### src/rtl/alu_exec_sequencer.sv
// ---------------------------------------------------------------------------
// alu_exec_sequencer
//
// Multi-cycle control unit for the execute path. It accepts one instruction
// word at a time, latches and decodes it, and then steps through:
//   IDLE -> READ -> EXEC -> WAIT -> (MEM) -> (WB) -> DONE -> IDLE
// It strobes the registered ALU for one cycle, runs the data-memory access
// with a timeout, issues the register-file write and resolves CMP/BEQ flags.
// Only one instruction is ever in flight.
//
// Ports:
//   clk, reset          clock; synchronous active-low reset
//   instr_valid/ready   instruction handshake (ready only in IDLE)
//   instr               [31:28] op, [27:23] rd, [22:18] rs1, [13:9] rs2,
//                       [8:4] sa, [13:0] imm
//   alu_op, alu_enable  ALU opcode (held) and one-cycle evaluate strobe
//   rs1/rs2/rd_addr     register-file addresses (held until next accept)
//   imm, sa             immediate and shift amount (held)
//   alu_zero            ALU zero/compare flag, sampled in WAIT
//   mem_req/we/ack      data-memory request, store select, completion
//   rf_we, rf_src_mem   register-file write strobe and writeback source
//   branch_taken        BEQ outcome, valid with done
//   cmp_flag            latched CMP result
//   done                one-cycle completion pulse
//   illegal, mem_err    error pulses coincident with done
// ---------------------------------------------------------------------------
module alu_exec_sequencer #(
  parameter int MEM_TIMEOUT = 255,
  parameter int TO_W        = 8
) (
  input  logic        clk,
  input  logic        reset,
  input  logic        instr_valid,
  output logic        instr_ready,
  input  logic [31:0] instr,
  output logic [3:0]  alu_op,
  output logic        alu_enable,
  output logic [4:0]  rs1_addr,
  output logic [4:0]  rs2_addr,
  output logic [4:0]  rd_addr,
  output logic [13:0] imm,
  output logic [4:0]  sa,
  input  logic        alu_zero,
  output logic        mem_req,
  output logic        mem_we,
  input  logic        mem_ack,
  output logic        rf_we,
  output logic        rf_src_mem,
  output logic        branch_taken,
  output logic        cmp_flag,
  output logic        done,
  output logic        illegal,
  output logic        mem_err
);

  typedef enum logic [2:0] {
    S_IDLE,
    S_READ,
    S_EXEC,
    S_WAIT,
    S_MEM,
    S_WB,
    S_DONE
  } state_t;

  localparam logic [3:0] OP_CMP = 4'h3;
  localparam logic [3:0] OP_LW  = 4'h6;
  localparam logic [3:0] OP_SW  = 4'h7;
  localparam logic [3:0] OP_BEQ = 4'h8;

  // Last counter value at which a missing ack still allows one more MEM
  // cycle; the request is therefore held for exactly MEM_TIMEOUT cycles.
  localparam logic [TO_W-1:0] TO_LAST = TO_W'(MEM_TIMEOUT - 1);

  function automatic logic op_illegal(input logic [3:0] op);
    return (op == 4'h9) || (op == 4'hA) || (op == 4'hF);
  endfunction

  state_t            state_q, state_d;
  logic [31:0]       instr_q, instr_d;
  logic [TO_W-1:0]   cnt_q, cnt_d;
  logic              cmp_q, cmp_d;
  logic              bt_q, bt_d;
  logic              err_q, err_d;
  // Low through reset and for the first edge after it, so instr_ready only
  // rises the cycle after reset is released.
  logic              run_q, run_d;
  logic [3:0]        op_q;
  logic              unused_instr_bits;

  assign op_q              = instr_q[31:28];
  assign unused_instr_bits = ^instr_q[17:14];

  // Decode fields come straight from the latched word.
  assign alu_op       = op_q;
  assign rd_addr      = instr_q[27:23];
  assign rs1_addr     = instr_q[22:18];
  assign rs2_addr     = instr_q[13:9];
  assign sa           = instr_q[8:4];
  assign imm          = instr_q[13:0];
  assign branch_taken = bt_q;
  assign cmp_flag     = cmp_q;

  always_ff @(posedge clk) begin
    if (!reset) begin
      state_q <= S_IDLE;
      instr_q <= '0;
      cnt_q   <= '0;
      cmp_q   <= 1'b0;
      bt_q    <= 1'b0;
      err_q   <= 1'b0;
      run_q   <= 1'b0;
    end else begin
      state_q <= state_d;
      instr_q <= instr_d;
      cnt_q   <= cnt_d;
      cmp_q   <= cmp_d;
      bt_q    <= bt_d;
      err_q   <= err_d;
      run_q   <= run_d;
    end
  end

  always_comb begin
    state_d     = state_q;
    instr_d     = instr_q;
    cnt_d       = cnt_q;
    cmp_d       = cmp_q;
    bt_d        = bt_q;
    err_d       = err_q;
    run_d       = 1'b1;
    instr_ready = 1'b0;
    alu_enable  = 1'b0;
    mem_req     = 1'b0;
    mem_we      = 1'b0;
    rf_we       = 1'b0;
    rf_src_mem  = 1'b0;
    done        = 1'b0;
    illegal     = 1'b0;
    mem_err     = 1'b0;

    case (state_q)
      S_IDLE: begin
        instr_ready = run_q;
        if (run_q && instr_valid) begin
          instr_d = instr;
          err_d   = 1'b0;
          // BEQ keeps the previous outcome visible until it resolves.
          if (instr[31:28] != OP_BEQ) begin
            bt_d = 1'b0;
          end
          state_d = S_READ;
        end
      end

      S_READ: begin
        state_d = op_illegal(op_q) ? S_DONE : S_EXEC;
      end

      S_EXEC: begin
        alu_enable = 1'b1;
        state_d    = S_WAIT;
      end

      S_WAIT: begin
        case (op_q)
          OP_CMP: begin
            cmp_d   = alu_zero;
            state_d = S_DONE;
          end
          OP_BEQ: begin
            bt_d    = alu_zero;
            state_d = S_DONE;
          end
          OP_LW, OP_SW: begin
            cnt_d   = '0;
            state_d = S_MEM;
          end
          default: begin
            state_d = S_WB;
          end
        endcase
      end

      S_MEM: begin
        mem_req = 1'b1;
        mem_we  = (op_q == OP_SW);
        cnt_d   = cnt_q + TO_W'(1);
        // An ack on the final allowed cycle still completes normally.
        if (mem_ack) begin
          state_d = (op_q == OP_LW) ? S_WB : S_DONE;
        end else if (cnt_q == TO_LAST) begin
          err_d   = 1'b1;
          state_d = S_DONE;
        end
      end

      S_WB: begin
        rf_we      = 1'b1;
        rf_src_mem = (op_q == OP_LW);
        state_d    = S_DONE;
      end

      S_DONE: begin
        done    = 1'b1;
        illegal = op_illegal(op_q);
        mem_err = err_q;
        state_d = S_IDLE;
      end

      default: begin
        state_d = S_IDLE;
      end
    endcase
  end

endmodule

### config.mk
export PLATFORM = sky130hd
export DESIGN_NAME = alu_exec_sequencer
export DESIGN_NICKNAME = d
export VERILOG_FILES = /design/src/rtl/alu_exec_sequencer.sv
export SDC_FILE = /design/constraint.sdc
export NUM_CORES = 1
export LEC_CHECK = 0
export CAP_MARGIN = 0
export CORE_MARGIN = 1.5
export CORE_UTILIZATION = 47
export CTS_BUF_LIST = sky130_fd_sc_hd__clkbuf_8
export CTS_CLUSTER_DIAMETER = 150
export DETAILED_ROUTE_END_ITERATION = 12
export GPL_ROUTABILITY_DRIVEN = 0
export PLACE_DENSITY = 0.95
export SETUP_SLACK_MARGIN = 0.4
export SYNTH_ARGS = -nofsm -noshare
export SYNTH_HDL_FRONTEND = slang
export SYNTH_SLANG_ARGS = --single-unit
### constraint.sdc
create_clock -name clk -period 2.95 [get_ports clk]
set_input_delay 0.59 -clock clk [delete_from_list [all_inputs] [get_ports clk]]
set_output_delay 0.59 -clock clk [all_outputs]
set_load 0.005 [all_outputs]
==> flow_metrics.tcl <==
set metrics [dict create \
    outcome "completed" \
    r2r-end "instr_q[1]" \
    area_growth_pct 43.4 \
    cts-root-buf "clkbuf_8" \
    seqPwrFrac_pct 53.6 \
    hold_depth 2 \
    worst_pin_slew_ns 0.437 \
    hold_end "instr_q[22]" \
    synth_ff_type "dfxtp_1" \
    place_hpwl_microns 3470 \
    crit_buf_inv 2 \
    hp-start "instr_q[22]" \
    pwr-share-comb_pct 16.8 \
    clkTransAtPathRegs_ns 0.07 \
    syn_nets 281 \
    wire_per_inst_microns 14.2 \
    synth_edf_count 0 \
    skew_ns 0.00692 \
    path_class "reg2out" \
    powerDensity_nw_per_um2 416 \
    drt_wl_total_microns 5120 \
    async_flop_share_pct 0 \
    port_buffers 81 \
    floorplan.rows 23 \
    arrival_ns 1.89 \
    wl_met2_microns 2580 \
    mostFrequentLayoutCells "clkdlybuf4s50_1, nand2_1, dfxtp_1" \
    io_pins 86 \
    clk_latency_ns 0.29 \
    synth_top_area_cell "dfxtp_1" \
    fmax_ghz 0.403 \
    initial_core_util_pct 49.1 \
    path_cells "or3b_4, clkinv_8, and3_1, clkdlybuf4s50_1" \
    drive_gt1_share_pct 7.40 \
    cts_tree "built" \
    worst-r2r-setup-slack_ns 1.45 \
    dr.pass1.iters 4 \
    die_area_sq_um 4580 \
    cts_hold_buf 0 \
    synth_area_leaders "dfxtp_1, nand2_1, a21oi_1" \
    syn_inst 242 \
    cap_violations 0 \
    crit_path_end_kind "primary output" \
    die_h_microns 67.7 \
    p_switching_w 0.000296 \
    fin_crit_sh_pct 84.1 \
    drv_slew 0 \
    vias 1934 \
    synth_top_area_share_pct 43.8 \
    internal_power_w 0.000877 \
    yosysSeqAreaShare_pct 43.8 \
    slew_headroom_pct 70.8 \
    core_area_sq_um 4000 \
    synth.ff_latch_count 43 \
    grt_pass1_vias 1699 \
    cp_data_required_time_ns 2.36 \
    wl_met1_microns 2070 \
    syn-cell-area_sq_um 1970 \
    final_net_count 351 \
    start_kind "flop" \
    final_cell_area_sq_um 2820 \
    num_antenna_cells 0 \
    grt_max_degree 30 \
    hold_path_class "reg2reg" \
    utilization_pct 70.5 \
    place_inst 351 \
    reg2reg_from "state_q[0]" \
    antenna_found_initial 0 \
    routed.top_layer "met4" \
    hold_viol_final 0 \
    pre_cts_slack_ns 0.533 \
    ant_nets 0 \
    dieWidth_microns 67.7 \
    switching_share_pct 25.2 \
    first_iter_violations 167 \
    cp_slowest_cell "clkdlybuf4s50_1" \
    final_cells 361 \
    yosysWarningCount 0 \
    grt_pass1_wl_microns 7890 \
    setup_viol 0 \
    rr_worst_depth 5 \
    ir_drop_mv 0.334 \
    critPathMaxFanout 10 \
    leakage_nw 1.04 \
    grt_usage_pct 23.0 \
    post_dp_cell_area_sq_um 2700 \
    clockBufferDepth 2 \
    cts.sinks 43 \
    grt_remaining_overflow 0 \
    layout_setup_ws_ns 0.470 \
    vias_per_cell 5.36 \
    syn_avg_cell_area_sq_um 8.12 \
    critPathMaxStageDelay_ns 0.49 \
    clockPowerShare_pct 29.5 \
    final_common_cell "clkdlybuf4s50_1" \
    setup_tns_ns 0 \
    period_minus_slack_ns 2.48 \
    cp_top_family "simple AND/OR/NAND/NOR gates" \
    wl_met3_microns 370 \
    rsz0062_at_grt "no" \
    numCtsBuffers 5 \
    synthDistinctLibCells 49 \
    htreeDepth 2 \
    drc_errors 0 \
    fillers 299 \
]
[how the worst max path moves through the flow]
stage / start / end / slack [ns] / cells after the start
6_report: state_q[1] / mem_we / 0.47 / 4
5_1_grt: state_q[1] / mem_we / 0.40 / 4
4_1_cts: state_q[2] / mem_we / 0.41 / 4
3_5_place_dp: state_q[2] / mem_we / 0.53 / 4
3_3_place_gp: state_q[2] / mem_we / 0.57 / 4
2_1_floorplan: state_q[1] / mem_we / 1.22 / 5
[stage by stage]
| stage | hold slack, ns | total power [W] |
|---|---|---|
| final | 0.454 | 0.00117 |
| after floorplan | 0.440 | 0.000727 |
| after detailed placement | 0.446 | 0.000835 |
| after CTS | 0.456 | 0.00118 |
| after global routing | 0.474 | 0.00123 |
| after global placement | 0.441 | 0.000830 |
[layout make-up]
type | count | area (sq um) | area share [%]
clock buffer | 5 | 68.8 | 2.44
clock inverter | 1 | 7.51 | 0.266
inverter | 5 | 31.3 | 1.11
multi-input combinational | 169 | 916 | 32.5
sequential | 43 | 870 | 30.8
tap | 50 | 62.6 | 2.22
timing repair buffer | 88 | 863 | 30.6
[power by group through the flow]
stage / clock network [W] / registers [W] / logic [W]
6_report: 0.000346 / 0.000629 / 0.000197
3_3_place_gp: 0 / 0.000640 / 0.000190
3_5_place_dp: 0 / 0.000642 / 0.000193
5_1_grt: 0.000378 / 0.000633 / 0.000214
4_1_cts: 0.000355 / 0.000629 / 0.000196
2_1_floorplan: 0 / 0.000635 / 0.0000915
[worst min-delay path: stages (launching register included)]
cell and delay [ns]:
dfxtp_1 0.31, nand2_1 0.05, a21oi_1 0.05
[routing by layer]
metal | up-vias | track usage [%]
met3 | 10 | 8.67
met5 | - | 0
met1 | 901 | 27.3
met2 | 60 | 37.5
met4 | 0 | 8.67
li1 | 963 | -
[cells in the mapped netlist (2+ instances only)]
library cell	count
and3_1	5
nand2_1	65
inv_1	3
nor2_1	6
buf_6	2
a21oi_1	32
nor2b_1	2
ha_1	2
clkbuf_1	7
nand3_1	7
o31ai_1	3
nor3_1	6
and2_1	5
buf_4	13
a31oi_1	2
nand4_1	4
buf_2	2
o211a_1	2
dfxtp_1	43
nor3_2	2
[cells by family after synthesis]
group	share of synthesized area [%]
buffers and inverters	9.74
flip-flops	43.8
multiplexers	0.509
adder cells (fa/ha/maj)	1.27
AND/OR/NAND/NOR	26.9
XOR/XNOR	0.446
AO/OA/AOI/OAI	17.3
[sequential cells by signal, indices dropped and copies added (netlist names)]
name	flops
instr_q	28
err_q	1
state_q	3
branch_taken	1
cnt_q	8
run_q	1
cmp_flag	1
[timing repair]
action	in CTS	in global routing
pin swaps	0	1
buffers inserted	0	4
gates resized for setup	3	3
endpoints found under the hold margin	0	0
gates cloned	0	0
endpoints found under the setup margin	2	1
(Power assumes the default switching activity.)
